### src/rtl/cov_toggle_collector_if.sv
// Counter-dump stream between the toggle collector (master) and its reader (slave).
interface cov_toggle_collector_if #(
  parameter int CH_W  = 3,
  parameter int CNT_W = 16
);
  logic             rd_req;
  logic             rd_valid;
  logic             rd_ready;
  logic [CH_W-1:0]  rd_ch;
  logic [CNT_W-1:0] rd_cnt;
  logic             rd_last;

  modport master (
    input  rd_req, rd_ready,
    output rd_valid, rd_ch, rd_cnt, rd_last
  );

  modport slave (
    output rd_req, rd_ready,
    input  rd_valid, rd_ch, rd_cnt, rd_last
  );
endinterface

### src/rtl/cov_toggle_collector.sv
// Toggle-coverage collector: counts per-channel value changes and dumps the
// counters one channel per beat over a valid/ready stream.
module cov_toggle_collector #(
  parameter int NUM_CH     = 8,
  parameter int SIG_W      = 8,
  parameter int CNT_W      = 16,
  parameter int HIT_THRESH = 1,
  localparam int CH_W      = (NUM_CH > 1) ? $clog2(NUM_CH) : 1,
  localparam int COV_W     = $clog2(NUM_CH + 1)
) (
  input  logic                    clock,
  input  logic                    reset,
  input  logic [NUM_CH*SIG_W-1:0] sig_in,
  input  logic                    cov_en,
  input  logic                    cov_clear,
  cov_toggle_collector_if.master  rd,
  output logic [COV_W-1:0]        covered_cnt,
  output logic                    busy
);

  localparam logic [CNT_W-1:0] CNT_MAX = '1;
  localparam logic [CNT_W-1:0] THRESH  = CNT_W'(HIT_THRESH);
  localparam logic [CH_W-1:0]  LAST_CH = CH_W'(NUM_CH - 1);

  typedef enum logic {IDLE, DUMP} state_t;

  logic [SIG_W-1:0]  last_q [NUM_CH];
  logic [SIG_W-1:0]  last_d [NUM_CH];
  logic [CNT_W-1:0]  cnt_q  [NUM_CH];
  logic [CNT_W-1:0]  cnt_d  [NUM_CH];
  logic [NUM_CH-1:0] primed_q, primed_d;
  logic [NUM_CH-1:0] covered_q, covered_d;
  logic [COV_W-1:0]  covered_cnt_q, covered_cnt_d;
  state_t            state_q, state_d;
  logic [CH_W-1:0]   ch_q, ch_d;
  logic [CNT_W-1:0]  rd_cnt_q, rd_cnt_d;

  // The first enabled sample after reset/clear only primes last-value.
  always_comb begin
    for (int k = 0; k < NUM_CH; k++) begin
      last_d[k]    = last_q[k];
      cnt_d[k]     = cnt_q[k];
      primed_d[k]  = primed_q[k];
      covered_d[k] = covered_q[k] | (cnt_q[k] >= THRESH);
      if (cov_clear) begin
        cnt_d[k]     = '0;
        primed_d[k]  = 1'b0;
        covered_d[k] = 1'b0;
      end else if (cov_en) begin
        last_d[k]   = sig_in[k*SIG_W +: SIG_W];
        primed_d[k] = 1'b1;
        if (primed_q[k] && (sig_in[k*SIG_W +: SIG_W] != last_q[k]) && (cnt_q[k] != CNT_MAX)) begin
          cnt_d[k] = cnt_q[k] + CNT_W'(1);
        end
      end
    end
  end

  always_comb begin
    covered_cnt_d = '0;
    for (int k = 0; k < NUM_CH; k++) begin
      covered_cnt_d = covered_cnt_d + COV_W'(covered_q[k]);
    end
  end

  // Each beat's count is sampled on the edge that presents it.
  always_comb begin
    state_d  = state_q;
    ch_d     = ch_q;
    rd_cnt_d = rd_cnt_q;
    case (state_q)
      IDLE: begin
        if (rd.rd_req) begin
          state_d  = DUMP;
          ch_d     = '0;
          rd_cnt_d = cnt_q[0];
        end
      end
      DUMP: begin
        if (rd.rd_ready) begin
          if (ch_q == LAST_CH) begin
            state_d  = IDLE;
            ch_d     = '0;
            rd_cnt_d = '0;
          end else begin
            ch_d     = ch_q + CH_W'(1);
            rd_cnt_d = cnt_q[ch_d];
          end
        end
      end
      default: state_d = IDLE;
    endcase
  end

  always_ff @(posedge clock) begin
    if (reset) begin
      for (int k = 0; k < NUM_CH; k++) begin
        last_q[k] <= '0;
        cnt_q[k]  <= '0;
      end
      primed_q      <= '0;
      covered_q     <= '0;
      covered_cnt_q <= '0;
      state_q       <= IDLE;
      ch_q          <= '0;
      rd_cnt_q      <= '0;
    end else begin
      for (int k = 0; k < NUM_CH; k++) begin
        last_q[k] <= last_d[k];
        cnt_q[k]  <= cnt_d[k];
      end
      primed_q      <= primed_d;
      covered_q     <= covered_d;
      covered_cnt_q <= covered_cnt_d;
      state_q       <= state_d;
      ch_q          <= ch_d;
      rd_cnt_q      <= rd_cnt_d;
    end
  end

  assign rd.rd_valid = (state_q == DUMP);
  assign rd.rd_ch    = ch_q;
  assign rd.rd_cnt   = rd_cnt_q;
  assign rd.rd_last  = (state_q == DUMP) && (ch_q == LAST_CH);
  assign busy        = (state_q == DUMP);
  assign covered_cnt = covered_cnt_q;

endmodule

### src/flat_wrapper.sv
// flat-port wrapper written by rule: the top's interface ports become plain ports
module cov_toggle_collector_flat 
#(
  parameter int NUM_CH     = 8,
  parameter int SIG_W      = 8,
  parameter int CNT_W      = 16,
  parameter int HIT_THRESH = 1,
  localparam int CH_W      = (NUM_CH > 1) ? $clog2(NUM_CH) : 1,
  localparam int COV_W     = $clog2(NUM_CH + 1)
)
  (clock, reset, sig_in, cov_en, cov_clear, covered_cnt, busy, rd_rd_req, rd_rd_ready, rd_rd_valid, rd_rd_ch, rd_rd_cnt, rd_rd_last);
  cov_toggle_collector_if #(.CH_W((3)), .CNT_W(CNT_W)) rd_i ();
  input  logic clock;
  input  logic reset;
  input  logic [NUM_CH*SIG_W-1:0] sig_in;
  input  logic cov_en;
  input  logic cov_clear;
  output logic [COV_W-1:0] covered_cnt;
  output logic busy;
  input wire logic [$bits(rd_i.rd_req)-1:0] rd_rd_req;
  input wire logic [$bits(rd_i.rd_ready)-1:0] rd_rd_ready;
  output wire logic [$bits(rd_i.rd_valid)-1:0] rd_rd_valid;
  output wire logic [$bits(rd_i.rd_ch)-1:0] rd_rd_ch;
  output wire logic [$bits(rd_i.rd_cnt)-1:0] rd_rd_cnt;
  output wire logic [$bits(rd_i.rd_last)-1:0] rd_rd_last;
  assign rd_i.rd_req = rd_rd_req;
  assign rd_i.rd_ready = rd_rd_ready;
  assign rd_rd_valid = rd_i.rd_valid;
  assign rd_rd_ch = rd_i.rd_ch;
  assign rd_rd_cnt = rd_i.rd_cnt;
  assign rd_rd_last = rd_i.rd_last;
  cov_toggle_collector #(.NUM_CH(NUM_CH), .SIG_W(SIG_W), .CNT_W(CNT_W), .HIT_THRESH(HIT_THRESH)) u_core (.clock(clock), .reset(reset), .sig_in(sig_in), .cov_en(cov_en), .cov_clear(cov_clear), .rd(rd_i), .covered_cnt(covered_cnt), .busy(busy));
endmodule
### config.mk
export PLATFORM = sky130hd
export DESIGN_NAME = cov_toggle_collector_flat
export DESIGN_NICKNAME = d
export VERILOG_FILES = /design/src/rtl/cov_toggle_collector_if.sv /design/src/rtl/cov_toggle_collector.sv /design/src/flat_wrapper.sv
export SDC_FILE = /design/constraint.sdc
export NUM_CORES = 1
export LEC_CHECK = 0
export CORE_MARGIN = 8
export CORE_UTILIZATION = 53
export CTS_CLUSTER_DIAMETER = 100
export DETAILED_ROUTE_END_ITERATION = 8
export GPL_TIMING_DRIVEN = 0
export HOLD_SLACK_MARGIN = 0.05
export PLACE_DENSITY = 0.73
export RECOVER_POWER = 50
export SYNTH_ARGS = -nofsm -noshare
export SYNTH_HDL_FRONTEND = slang
export SYNTH_SLANG_ARGS = --single-unit
### constraint.sdc
create_clock -name clock -period 3.3 [get_ports clock]
set_clock_uncertainty 0.05 [all_clocks]
set_input_delay 0.66 -clock clock [delete_from_list [all_inputs] [get_ports clock]]
set_output_delay 0.66 -clock clock [all_outputs]
set_load 0.01 [all_outputs]
==> results of run 1 <==
==> path summary, 6_finish.rpt <==
path                            to                 start  slack [ns]
max            u_core.covered_q[1]             cov_clear        0.06
min           u_core.last_q[0][17]  u_core.last_q[0][17]        0.41
max reg2reg  u_core.covered_cnt[1]   u_core.covered_q[1]        0.50
min reg2reg   u_core.last_q[0][17]  u_core.last_q[0][17]        0.41
==> layout make-up <==
cell class              count  area (um2)  area share
repair buffers             95         951      0.0673
diodes                      1        2.50    0.000177
plain buffers              80         380      0.0269
multi-input cells        1056        6930       0.490
flip-flops and latches    225        4500       0.319
inverters                  45         169      0.0119
clock buffers              37         731      0.0517
well taps                 285         357      0.0252
clock inverters             7         114     0.00805
==> layer usage <==
metal / routed length, um / share of wire
met2: 14100 / 0.43
met1: 14700 / 0.45
met5: 0 / 0
met3: 2640 / 0.081
met4: 1360 / 0.042
==> registers in the layout, indices dropped and copies added (netlist names) <==
signal / count
u_core.rd.rd_ch: 3
u_core.rd.rd_cnt: 16
u_core.primed_q: 1
u_core.busy: 1
u_core.covered_q: 8
u_core.cnt_q: 128
u_core.covered_cnt: 4
u_core.last_q: 64
==> what timing repair did <==
item | in CTS | in global routing
endpoints found under the setup margin | 20 | 2
cloned | 0 | 0
resized for setup | 1 | 2
==> synthesized netlist by cell type, types with 8 or more instances <==
| master | instances | area share |
|---|---|---|
| a21oi_1 | 110 | 0.046 |
| a31o_2 | 9 | 0.0066 |
| and3_1 | 18 | 0.0094 |
| buf_2 | 9 | 0.0038 |
| clkbuf_1 | 54 | 0.017 |
| dfxtp_1 | 225 | 0.38 |
| ha_1 | 29 | 0.030 |
| inv_1 | 45 | 0.014 |
| mux2i_1 | 22 | 0.018 |
| mux4_2 | 31 | 0.058 |
| nand2_1 | 200 | 0.063 |
| nand3_1 | 42 | 0.018 |
| nand4_1 | 48 | 0.025 |
| nor2_1 | 152 | 0.048 |
| nor3_1 | 30 | 0.013 |
| nor3b_1 | 8 | 0.0050 |
| nor4_1 | 44 | 0.023 |
| o21ai_0 | 46 | 0.019 |
| or3_1 | 12 | 0.0063 |
| or4_1 | 16 | 0.010 |
| xnor2_1 | 108 | 0.079 |
| xor2_1 | 35 | 0.026 |
==> power groups by stage <==
stage / Sequential (mW) / Clock (mW) / Combinational (mW)
after CTS: 2.81 / 2.91 / 0.524
after detailed placement: 2.87 / 0 / 0.521
final: 2.81 / 2.87 / 0.516
after floorplan: 2.87 / 0 / 0.284
after global routing: 2.82 / 3.02 / 0.566
after global placement: 2.87 / 0 / 0.512
==> per-stage QoR <==
step / setup TNS (ns) / utilization / worst slack [ns] / cell area [um2]
after floorplan: 0 / - / 0.716 / 12000
after global placement: -35.87 / 0.593 / -0.597 / 13300
after detailed placement: -37.34 / 0.593 / -0.604 / 13300
after CTS: 0 / 0.631 / 0.184 / 14100
after global routing: 0 / 0.630 / 0.0397 / 14100
final: 0 / 0.630 / 0.0595 / 14100
==> critical path: stages <==
cell and delay, ns:
clkdlybuf4s50_1 0.78, or2_2 0.20, clkbuf_1 0.23, clkbuf_1 0.53, clkbuf_2 0.45, clkbuf_1 0.61, nor2_1 0.11
==> cells by family (layout without fill, tap and decap cells) <==
logic type,count (synthesis),after routing
adder cells (fa/ha/maj),33,33
buffers and inverters,125,264
AO/OA/AOI/OAI,208,208
other,0,1
flip-flops,225,225
multiplexers,54,54
XOR/XNOR,143,143
AND/OR/NAND/NOR,618,618
==> flow_summary_export.csv, run 1 <==
group,metric,value,unit
synthesis,syn-num-nets,1509,
synthesis,avgSynthCellArea,8.53,um2
grt,use_met2,0.352,
cts,root_buffer,"clkbuf_16",
power_and_ir_drop,power,6.19,mW
cts,cts_setup_buffers,0,
power_and_ir_drop,p_comb_frac,0.083,
finish,area_growth_syn_to_layout,17.9,%
grt,grt_max_degree,13,
placement,dp.cells,1786,
synthesis,async_flop_share,0,
cts,clock_sinks,225,
sta,period_needed,3.24,ns
power_and_ir_drop,p_seq_frac,0.454,
critical_path,r2r_cells,9,
sta,fin_crit_sh,0.982,
grt,grt_pass1_wl,53.1,mm
power_and_ir_drop,p_int,4.76,mW
synthesis,synth_top_family_by_area,"simple AND/OR/NAND/NOR gates",
synthesis,ys_types,69,
sta,rsz0062_at_grt,"no",
sta,whs,0.415,ns
floorplan,dieArea,0.0277,mm2
power_and_ir_drop,p_sw_frac,0.231,
sta,slew_headroom,-0.0788,
sta,worstMarginPinSlew,1.60,ns
synthesis,synth_mux_area_frac,0.0788,
grt,gr-usage-met1,0.311,
job,cap_violations,1,
floorplan,num_rows,55,
grt,grt-busiest-layer,"met2",
sta,setup_viol,0,
critical_path,cp.required,3.63,ns
synthesis,ys_seq_area_frac,0.376,
synthesis,synth_xor_area_frac,0.104,
floorplan,start_util,0.535,
cts,cts.reportedPaths.clkPinSlew,0.06,ns
cts,hold_buffers,0,
floorplan,die_w,166,um
cts,worstSkewPairLatency,0.52,ns
power_and_ir_drop,leakage,4.92,nW
synthesis,syn_area,0.0120,mm2
cts,tritoncts,"done",
finish,drive_above_1_share,0.0841,
cts,cts-buffers-inserted,25,
grt,grt_pass1_vias,10100,
cts,htree_levels,1,
sta,timing_hold_violations_final,0,
grt,use_met3,0.0475,
finish,layout_common_cells,"225 x dfxtp_1, 200 x nand2_1, 152 x nor2_1",
routing,dr.pass1.iters,5,
critical_path,endpoint_kind,"flip-flop",
power_and_ir_drop,power.switching,1.43,mW
routing,drc,0,
finish,nets,1631,
routing,avgViaCountPerCell,5.91,
critical_path,worstSetupPathType,"primary input to flip-flop",
power_and_ir_drop,ir_worst_vdd,0.399,mV
critical_path,critPathLaunchType,"primary input",
routing,antenna_left,0,
synthesis,ys.warnings.count,0,
cts,cts_buffer_depth,3,
synthesis,ys_ff_latch,225,
finish,n_fill_cell,1960,
synthesis,yosys.area_share.simple,0.257,
routing,wire_per_inst,17.9,um
grt,antenna_found_initial,0,
placement,gp_congestion,0.946,
synthesis,synth-edff-count,0,
floorplan,core,0.0224,mm2
synthesis,synth_compound_area_frac,0.100,
sta,final_max_slew_viol_count,11,
routing,drt_first_iter_violations,867,
sta,max_freq,309,MHz
power_and_ir_drop,clkPwrFrac,0.463,
floorplan,fp.dieH,166,um
status,violations,"max-capacitance violations, max-slew violations",
worst_hold_path,whs_path_depth,2,
synthesis,synthAdderAreaFrac,0.0369,
routing,drt_wl_total,32.7,mm
critical_path,cp_data_arrival_time,3.57,ns
routing,num_vias,10800,
finish,layoutNonFillerInstCount,1831,
finish,final_common_cell,"dfxtp_1",
power_and_ir_drop,pwr_density_cell,438,mW/mm2
grt,grt.total_usage,0.229,
critical_path,crit_path_max_fanout,10,
placement,numPortBuffers,95,
grt,grt_overflow,0,
synthesis,synth_flop_cell,"dfxtp_1",
status,status,"finished, violations left",
worst_hold_path,min_path_type,"flip-flop to flip-flop",
placement,hpwlAfterDp,24.3,mm
floorplan,io_pins,96,
synthesis,synthCells,1406,
Note: power is estimated with default switching activity, not from simulation.
==> run 2: changes to the inputs <==
- clock period: 3.3 -> 3.87 ns (I/O delays scaled with it)
==> run 2 against run 1 <==
The flow still finishes with violations (max-capacitance violations, max-slew violations). Sequential share of layout area about the same. Total power decreased by 15%. Final cell count did not move. Utilization shrank 0.056 points. Hold slack improved by 0.00084 ns. Register-to-register slack better by 0.58 ns. Die area unchanged. Wire length hardly changed. Sequential cell count stayed put. Critical path depth is the same. Final area barely moved. Largest power group unchanged.
==> flow_summary_export.csv, run 2 (synthesized netlist as in run 1, its figures left out) <==
group,metric,value,unit
status,status,"finished, violations left",
status,violations,"max-capacitance violations, max-slew violations",
finish,top_register,"u_core.cnt_q",
grt,antenna_found_initial,0,
critical_path,cp_data_arrival_time,3.91,ns
floorplan,io_pins,96,
finish,n_fill_cell,1962,
sta,setup_viol,0,
sta,rsz0062_at_grt,"no",
sta,max_freq,279,MHz
power_and_ir_drop,clkPwrFrac,0.463,
cts,htree_levels,1,
power_and_ir_drop,pwr_density_cell,374,mW/mm2
power_and_ir_drop,p_seq_frac,0.454,
floorplan,num_rows,55,
grt,grt_pass1_vias,10100,
critical_path,cp.required,4.20,ns
cts,clock_sinks,225,
finish,nets,1631,
cts,tritoncts,"done",
sta,period_needed,3.58,ns
cts,cts_setup_buffers,0,
power_and_ir_drop,p_int,4.06,mW
placement,hpwlAfterDp,24.3,mm
floorplan,dieArea,0.0277,mm2
sta,worstMarginPinSlew,1.62,ns
floorplan,start_util,0.535,
sta,tns,0,ns
sta,slew_headroom,-0.0888,
power_and_ir_drop,ir_worst_vdd,0.342,mV
sta,fin_crit_sh,0.926,
grt,grt.total_usage,0.229,
floorplan,core,0.0224,mm2
cts,hold_buffers,0,
power_and_ir_drop,leakage,4.91,nW
finish,final_common_cell,"dfxtp_1",
finish,largest_reg_flops,128,
routing,drt_wl_total,32.7,mm
critical_path,crit_path_max_fanout,10,
power_and_ir_drop,p_sw_frac,0.231,
critical_path,worstSetupPathType,"primary input to flip-flop",
routing,drt_first_iter_violations,854,
finish,area_growth_syn_to_layout,17.8,%
critical_path,rrSetupSlack,1.08,ns
floorplan,fp.dieH,166,um
placement,dpl_cell_area,0.0133,mm2
cts,cts_buffer_depth,3,
grt,grt_pass1_wl,53.1,mm
sta,timing_hold_violations_final,0,
placement,gp_congestion,0.946,
job,cap_violations,1,
finish,layoutNonFillerInstCount,1831,
grt,grt_overflow,0,
worst_hold_path,min_path_type,"flip-flop to flip-flop",
routing,num_vias,10800,
cts,root_buffer,"clkbuf_16",
finish,drive_above_1_share,0.0822,
finish,layout_common_cells,"225 x dfxtp_1, 200 x nand2_1, 152 x nor2_1",
grt,grt_max_degree,13,
routing,dr.pass1.iters,5,
finish,final_cell_area,0.0141,mm2
cts,cts-buffers-inserted,25,
placement,numPortBuffers,95,
sta,final_max_slew_viol_count,11,
routing,wire_per_inst,17.9,um
critical_path,critPathLaunchType,"primary input",
power_and_ir_drop,power.switching,1.22,mW
placement,dp.cells,1786,
routing,avgViaCountPerCell,5.92,
cts,postCtsResizedCells,0,
routing,drc,0,
power_and_ir_drop,p_comb_frac,0.083,
cts,worstSkewPairLatency,0.52,ns
routing,antenna_left,0,
floorplan,die_w,166,um
critical_path,endpoint_kind,"flip-flop",
cts,cts.reportedPaths.clkPinSlew,0.06,ns
-- run 2: cell types whose count changed in the layout (fill, tap and decap cells not counted), sizes merged --
cell	previous run	this run
buf	20	21
clkdlybuf4s50	67	66
dlygate4sd3	28	29
clkbuf	97	96
-- run 2: critical path, stage by stage --
cell and delay (ns):
dlygate4sd3_1 0.82, or2_2 0.19, clkbuf_1 0.23, clkbuf_1 0.51, clkbuf_1 0.64, clkbuf_1 0.61, nor2_1 0.12
-- run 2: per-layer routing --
layer  track usage  part of all wire
met4        0.0913             0.038
met2         0.352              0.43
met1         0.311              0.44
met5             0                 0
met3        0.0475             0.087
-- run 2: metrics by stage --
step | hold slack (ns) | utilization | setup WS (ns) | power, mW
after floorplan | 0.395 | - | 1.29 | 2.69
after global placement | 0.403 | 0.593 | -0.141 | 2.88
after detailed placement | 0.409 | 0.593 | -0.148 | 2.89
after CTS | 0.417 | 0.630 | 0.406 | 5.32
after global routing | 0.429 | 0.630 | 0.154 | 5.46
final | 0.416 | 0.630 | 0.285 | 5.28
-- run 2: power groups by stage --
| stage | logic, mW | clock network (mW) | registers [mW] |
|---|---|---|---|
| after CTS | 0.447 | 2.48 | 2.40 |
| final | 0.438 | 2.44 | 2.40 |
| after floorplan | 0.243 | 0 | 2.45 |
| after detailed placement | 0.444 | 0 | 2.45 |
| after global placement | 0.437 | 0 | 2.45 |
| after global routing | 0.482 | 2.58 | 2.40 |
-- run 2: layout make-up --
type	count	area (um2)	area share
plain buffers	80	368	0.0260
multi-input cells	1056	6930	0.491
inverters	45	169	0.0120
clock inverters	7	114	0.00806
well taps	285	357	0.0252
flip-flops and latches	225	4500	0.319
diodes	1	2.50	0.000177
repair buffers	95	951	0.0673
clock buffers	37	731	0.0517
-- run 2: path summary, 6_finish.rpt --
check | from | endpoint | depth (start not counted)
max | cov_clear | u_core.cnt_q[4][10] | 7
max reg2reg | u_core.covered_q[1] | u_core.covered_cnt[1] | 9
min reg2reg | u_core.last_q[0][17] | u_core.last_q[0][17] | 2
min | u_core.last_q[0][17] | u_core.last_q[0][17] | 2
